### src/rtl/seg7_scan_driver.sv
// Three-digit BCD scan driver for a 4-anode common-anode 7-segment display.
// New digits are committed only at scan-frame boundaries; leading zeros may be blanked.
module seg7_scan_driver #(
  parameter int REFRESH_DIV = 50000,
  parameter bit BLANK_LZ    = 1'b1
) (
  input  logic       clk,
  input  logic       reset,
  input  logic       load,
  input  logic [3:0] cent,
  input  logic [3:0] dec,
  input  logic [3:0] uni,
  output logic [3:0] an,
  output logic [6:0] seg,
  output logic       dp,
  output logic       update_done
);

  localparam int            PW   = (REFRESH_DIV > 1) ? $clog2(REFRESH_DIV) : 1;
  localparam logic [PW-1:0] LAST = PW'(REFRESH_DIV - 1);

  logic [PW-1:0] r_presc;
  logic [1:0]    r_idx;
  logic          r_pend_valid;
  logic [3:0]    r_pend_cent, r_pend_dec, r_pend_uni;
  logic [3:0]    r_disp_cent, r_disp_dec, r_disp_uni;
  logic [3:0]    r_an;
  logic [6:0]    r_seg;
  logic          r_done;

  logic          w_tick;
  logic          w_frame;
  logic [3:0]    w_digit;
  logic          w_blank;
  logic [3:0]    w_an;

  function automatic logic [6:0] f_encode(input logic [3:0] d);
    case (d)
      4'd0:    f_encode = 7'b1000000;
      4'd1:    f_encode = 7'b1111001;
      4'd2:    f_encode = 7'b0100100;
      4'd3:    f_encode = 7'b0110000;
      4'd4:    f_encode = 7'b0011001;
      4'd5:    f_encode = 7'b0010010;
      4'd6:    f_encode = 7'b0000010;
      4'd7:    f_encode = 7'b1111000;
      4'd8:    f_encode = 7'b0000000;
      4'd9:    f_encode = 7'b0010000;
      default: f_encode = 7'b0111111;
    endcase
  endfunction

  assign w_tick  = (r_presc == LAST);
  assign w_frame = w_tick && (r_idx == 2'd2);

  // Blanked slots keep their anode low so every digit gets the same duty cycle.
  always_comb begin
    w_digit = r_disp_uni;
    w_blank = 1'b0;
    w_an    = 4'b1110;
    case (r_idx)
      2'd1: begin
        w_digit = r_disp_dec;
        w_blank = BLANK_LZ && (r_disp_cent == 4'd0) && (r_disp_dec == 4'd0);
        w_an    = 4'b1101;
      end
      2'd2: begin
        w_digit = r_disp_cent;
        w_blank = BLANK_LZ && (r_disp_cent == 4'd0);
        w_an    = 4'b1011;
      end
      default: begin
        w_digit = r_disp_uni;
        w_blank = 1'b0;
        w_an    = 4'b1110;
      end
    endcase
  end

  always_ff @(posedge clk or negedge reset) begin
    if (!reset) begin
      r_presc      <= '0;
      r_idx        <= 2'd0;
      r_pend_valid <= 1'b0;
      r_pend_cent  <= 4'd0;
      r_pend_dec   <= 4'd0;
      r_pend_uni   <= 4'd0;
      r_disp_cent  <= 4'd0;
      r_disp_dec   <= 4'd0;
      r_disp_uni   <= 4'd0;
      r_an         <= 4'b1111;
      r_seg        <= 7'b1111111;
      r_done       <= 1'b0;
    end else begin
      r_an   <= w_an;
      r_seg  <= w_blank ? 7'b1111111 : f_encode(w_digit);
      r_done <= 1'b0;

      if (w_tick) begin
        r_presc <= '0;
        r_idx   <= (r_idx == 2'd2) ? 2'd0 : r_idx + 2'd1;
      end else begin
        r_presc <= r_presc + 1'b1;
      end

      // A load on the boundary itself bypasses the pending stage and wins.
      if (w_frame && load) begin
        r_disp_cent  <= cent;
        r_disp_dec   <= dec;
        r_disp_uni   <= uni;
        r_pend_valid <= 1'b0;
        r_done       <= 1'b1;
      end else if (w_frame && r_pend_valid) begin
        r_disp_cent  <= r_pend_cent;
        r_disp_dec   <= r_pend_dec;
        r_disp_uni   <= r_pend_uni;
        r_pend_valid <= 1'b0;
        r_done       <= 1'b1;
      end else if (load) begin
        r_pend_cent  <= cent;
        r_pend_dec   <= dec;
        r_pend_uni   <= uni;
        r_pend_valid <= 1'b1;
      end
    end
  end

  assign an          = r_an;
  assign seg         = r_seg;
  assign dp          = 1'b1;
  assign update_done = r_done;

endmodule

### config.mk
export PLATFORM = sky130hd
export DESIGN_NAME = seg7_scan_driver
export DESIGN_NICKNAME = d
export VERILOG_FILES = /design/src/rtl/seg7_scan_driver.sv
export SDC_FILE = /design/constraint.sdc
export NUM_CORES = 1
export LEC_CHECK = 0
export ABC_AREA = 1
export BUFFER_PORTS_ARGS = -buffer_cell sky130_fd_sc_hd__buf_4
export CORE_MARGIN = 5
export CORE_UTILIZATION = 45
export CTS_CLUSTER_DIAMETER = 50
export DETAILED_ROUTE_END_ITERATION = 16
export PLACE_DENSITY_LB_ADDON = 0.1
export SETUP_SLACK_MARGIN = 0.1
export SYNTH_ARGS = -nofsm -noshare
export SYNTH_HDL_FRONTEND = slang
export SYNTH_SLANG_ARGS = --single-unit
export TNS_END_PERCENT = 20
### constraint.sdc
create_clock -name clk -period 2.2 [get_ports clk]
set_input_delay 0.22 -clock clk [delete_from_list [all_inputs] [get_ports clk]]
set_output_delay 0.22 -clock clk [all_outputs]
set_load 0.01 [all_outputs]
[After elaboration in Yosys (flattened, before gate mapping)]
Memory sizes are Yosys's and may differ from the RTL's.
Cells that the tools add are included.
Storage, ports and cells
  register bits: 55
  memory bits (read-only): 112
  input bits: 15
  memories: 1
Memory list
  (no name shown): words 16, bits a word 7, read ports 1, clocked after memory_dff 0, wr ports 0, line 38  | case (d)
Operators by class
  add/subtract/negate cells: 2
  equal/unequal tests: 3
  muxes and demuxes: 17
  bitwise operators: 2
  reduce and logical (&&, ||, !) cells: 9
Operators by type and width (count)
  $mux W4: 6
  $add A16 B1 Y16 const B: 1
  $eq A16 B16 Y1 const B: 1
  $mux W16: 1
  $logic_not A4 Y1: 2
  $pmux W4 S2: 1
  $mux W7: 1
  $pmux W3 S2: 1
  $mux W1: 5
  $logic_and A1 B1 Y1: 4
  $reduce_and A3 Y1: 1
  $reduce_bool A3 Y1: 1
  $add A2 B1 Y2 const B: 1
  $eq A2 B1 Y1 const B: 1
  $eq A2 B2 Y1 const B: 1
  $mux W2: 1
  $not A1 Y1: 2
  $pmux W1 S2: 1
  $reduce_bool A2 Y1: 1

[Logic depth before layout (Yosys ltp)]
  depth in word-level cells: 5
  gate-level depth with buffers: 13
  gate-level depth less buffers: 12

[Least setup slack after synthesis]
No wires, ideal clock.
  path type: flip-flop to flip-flop
  start: register r_idx[0]
  end: register r_seg[3] (netlist: seg[3])
  library setup time: 60 ps
  arrival: 1708 ps
  data required time: 2140 ps
  setup slack: 432 ps
  cell stages (with the launch flop): 11
  path buffers: 0
  period minus slack after synthesis: 1768 ps
  cell sequence: dfrtp_1 > inv_1 > ha_1 > inv_1 > nand2_1 > nand2_1 > inv_1 > ha_1 > o21ai_0 > nand2_1 > nand2_1
Between the ends
  cells in the longest elaborated chain, start to end: 4
  elaborated cells between the ends (all ways): 6
  those cells by class: eq/ne: 2; mux: 3; memory: 1
RTL lines
  from (decl): line 23  | logic [1:0] r_idx;
  from (signal assigned): line 101  | r_idx <= (r_idx == 2'd2) ? 2'd0 : r_idx + 2'd1;
  $eq A2 B2 Y1 / $eq A2 B1 Y1 (equally long branches): line 61  | case (r_idx)
  $pmux W4 S2: line 61
  $mem_v2 Z16 W7
  $mux W7 (*): line 96  | r_seg <= w_blank ? 7'b1111111 : f_encode(w_digit);
  to (signal assigned): line 96
  to (decl): line 28  | logic [6:0] r_seg;
Every way passes the cells marked *; elsewhere a longest branch is shown, timed or not.
A chain may end at the register's enable or synchronous reset.

[Final worst setup path]
Same ends and word-level chain as after synthesis.

==> results.py <==
metrics = {
    "global_routing": {
        "antenna_found_initial": 0,
        "grt_max_degree": 55,
        "grtUsageMet2": 0.2391,
        "gr-max-usage-layer": "met2",
        "use_met1": 0.2031,
        "grt_pass1_vias": 2032,
        "grt_use_total": 0.1495,
        "grt_util_met3": 0.02581,
        "grt_pass1_wl_um": 9363,
        "grt_overflow": 0,
    },
    "power_and_ir_drop": {
        "p_leak_nw": 1.805,
        "peakVddDrop_mv": 0.2724,
        "total_power_mw": 1.687,
        "pwr_density_cell_nw_per_um2": 531.2,
    },
    "die": {
        "dieArea_um2": 7991,
        "die_h_um": 89.40,
        "start_util": 0.4545,
        "row_count": 29,
        "io_pins": 28,
        "placeableCoreArea_um2": 6241,
        "die_w_um": 89.40,
    },
    "cts": {
        "numCtsBuffers": 5,
        "htreeDepth": 2,
        "cts.clk_slew.worst_paths_ns": 0.10,
        "root_buffer": "clkbuf_8",
        "cts_tree": "yes",
        "cts_setup_buffers": 0,
        "insertion_delay_ns": 0.30,
        "clockBufferDepth": 2,
        "clkSinkCount": 54,
    },
    "timing": {
        "period_needed_ns": 1.850,
        "relSlewSlack": 0.5574,
        "final_hold_viol_count": 0,
        "rsz0062_at_grt": "false",
        "setup_viol": 0,
        "timing.hold.ws_ns": 0.1562,
        "clock_skew_ns": 0.007475,
        "finalCritPeriodShare": 0.8411,
        "max_freq_mhz": 540.4,
        "finalSetupTns_ns": 0,
        "drv_slew": 0,
        "tightestPinTransition_ns": 0.6640,
    },
    "synthesis": {
        "synth_common_cells": "nand2_1, nor2_1, dfrtp_1, inv_1, nand3_1",
        "ys_seq_area_frac": 0.4808,
        "synthArstFlopShare": 1.000,
        "ys_types": 31,
        "synth.avg_cell_area_um2": 7.750,
        "synth.top_cell.area_share": 0.3882,
        "synthMostInstantiatedCell": "nand2_1",
        "syn_inst": 366,
        "post-synth-top-area-cell": "dfrtp_1",
        "synth_edf_count": 0,
        "ys_top_cells_by_area": "dfrtp_1, nand2_1, dfstp_2",
        "ys_seq_elements": 54,
        "synth_flop_cell": "dfrtp_1",
        "synth_area_um2": 2836,
        "yosysWarnings": 0,
    },
    "cells_and_area": {
        "final_layout_size_suffix_gt1_frac": 0.1523,
        "final_cells": 471,
        "diodes": 0,
        "multi_input_area_um2": 1230,
        "fin_util": 0.5088,
        "fin_nets": 416,
        "layout.area.seq_um2": 1364,
        "fillers": 658,
        "syn2layout_area_growth_pct": 11.95,
    },
    "placed_design": {
        "port_buffers": 25,
        "place_inst": 462,
        "routabilityCongestion": 0.8613,
        "dp_hpwl_um": 3898,
    },
    "min_path": {
        "min_path_type": "in2reg",
    },
    "setup_path": {
        "crit_chain": "inv_1 > ha_2 > inv_1 > nand2_1 > nand2_2 > inv_1 > ha_1 > o21ai_1 > nand2_1 > nand2_1",
        "max_stage_delay_ns": 0.41,
        "worstPathMaxFanout": 7,
        "critPathKind": "reg2reg",
        "required_ns": 2.45,
        "startpoint_type": "flip-flop",
        "endpoint_kind": "flip-flop",
        "arrival_ns": 2.10,
        "slowest_stage": "dfrtp_1",
    },
    "detailed_routing": {
        "final_antenna_net_count": 0,
        "via_per_inst": 4.682,
        "vias": 2205,
        "wl_per_cell_um": 11.36,
        "wl_um": 5350,
        "first_pass_iters": 4,
        "drt_first_iter_violations": 70,
        "drc": 0,
    },
    "outcome": {
        "status": "complete, no violations",
    },
    "run": {
        "drv_cap": 0,
    },
}
==> cells in the final DEF, fill, tap and decap left out, drive strengths merged, types with 2 or more instances in the layout <==
master,instances
nor2,51
buf,28
or2,2
inv,43
nand2,134
nand4,6
clkbuf,6
clkinv,3
ha,8
xor2,6
nand3,27
a21oi,3
nor3,7
conb,2
o21ai,11
dfrtp,44
dfstp,10
==> worst max-delay path: cells and delay by family (launching register included) <==
kind / cells / cell delay [ns]
fa+ha+maj: 2 / 0.64
simple gates: 4 / 0.28
compound gates: 1 / 0.14
flops: 1 / 0.41
buf+inv: 3 / 0.31
==> logic make-up after synthesis <==
logic type | count (synthesis) | synth area share
DFF | 54 | 0.4808
buffers and inverters | 54 | 0.08866
xor gates and xnor gates | 6 | 0.01853
AOI/OAI and AO/OA | 15 | 0.02867
adders and majority gates | 8 | 0.03529
other | 1 | 0.001322
and+or+nand+nor | 228 | 0.3467
==> final timing paths <==
| path | to | cells after the start | slack [ns] | startpoint |
|---|---|---|---|---|
| setup / recovery | seg[3] | 10 | 0.35 | r_idx[0] |
| hold / removal | r_pend_uni[2] | 3 | 0.16 | uni[2] |
| hold reg to reg | r_presc[0] | 1 | 0.47 | r_presc[0] |
| min in group asynchronous | r_presc[7] | 2 | 0.49 | reset |
| setup reg to reg | seg[3] | 10 | 0.35 | r_idx[0] |
| max in group asynchronous | r_disp_cent[2] | 2 | 1.27 | reset |
==> report_power, final <==
group | internal, mW | leakage, nW | switching [mW]
Combinational | 0.0376 | 1.08 | 0.0591
Sequential | 1.01 | 0.677 | 0.00953
Clock | 0.254 | 0.0488 | 0.315
==> per-stage QoR <==
stage / setup WS [ns] / area (um2)
after global placement: 0.3412 / 3065
after global routing: 0.1481 / 3176
final: 0.3495 / 3176
after detailed placement: 0.2632 / 3065
after floorplan: 0.4316 / 2840
after CTS: 0.2303 / 3171
==> per-layer routing <==
layer	vias up	part of all wire
met1	997	0.50
met2	26	0.45
met5	-	0
li1	1176	-
met4	0	0.013
met3	6	0.031
==> cell type report <==
cell class,instances,share of cell area
flip-flops and latches,54,0.4295
multi-input cells,259,0.3873
repair buffers,29,0.06935
inverters,44,0.05359
well taps,77,0.03034
clock buffers,6,0.02600
clock inverters,2,0.003940
==> flip-flops by register name, indices dropped and copies added (netlist names), 3 cells and up <==
register     flops
r_pend_dec       4
an               3
r_disp_uni       4
r_disp_cent      4
r_presc         16
seg              7
r_disp_dec       4
r_pend_uni       4
r_pend_cent      4
==> repair_timing <==
action / in CTS / in global routing
hold endpoints to repair: 44 / 0
gates resized for setup: 0 / 3
hold buffers: 1 / 0
endpoints found under the setup margin: 0 / 1
Power figures use the tool's default switching activity.
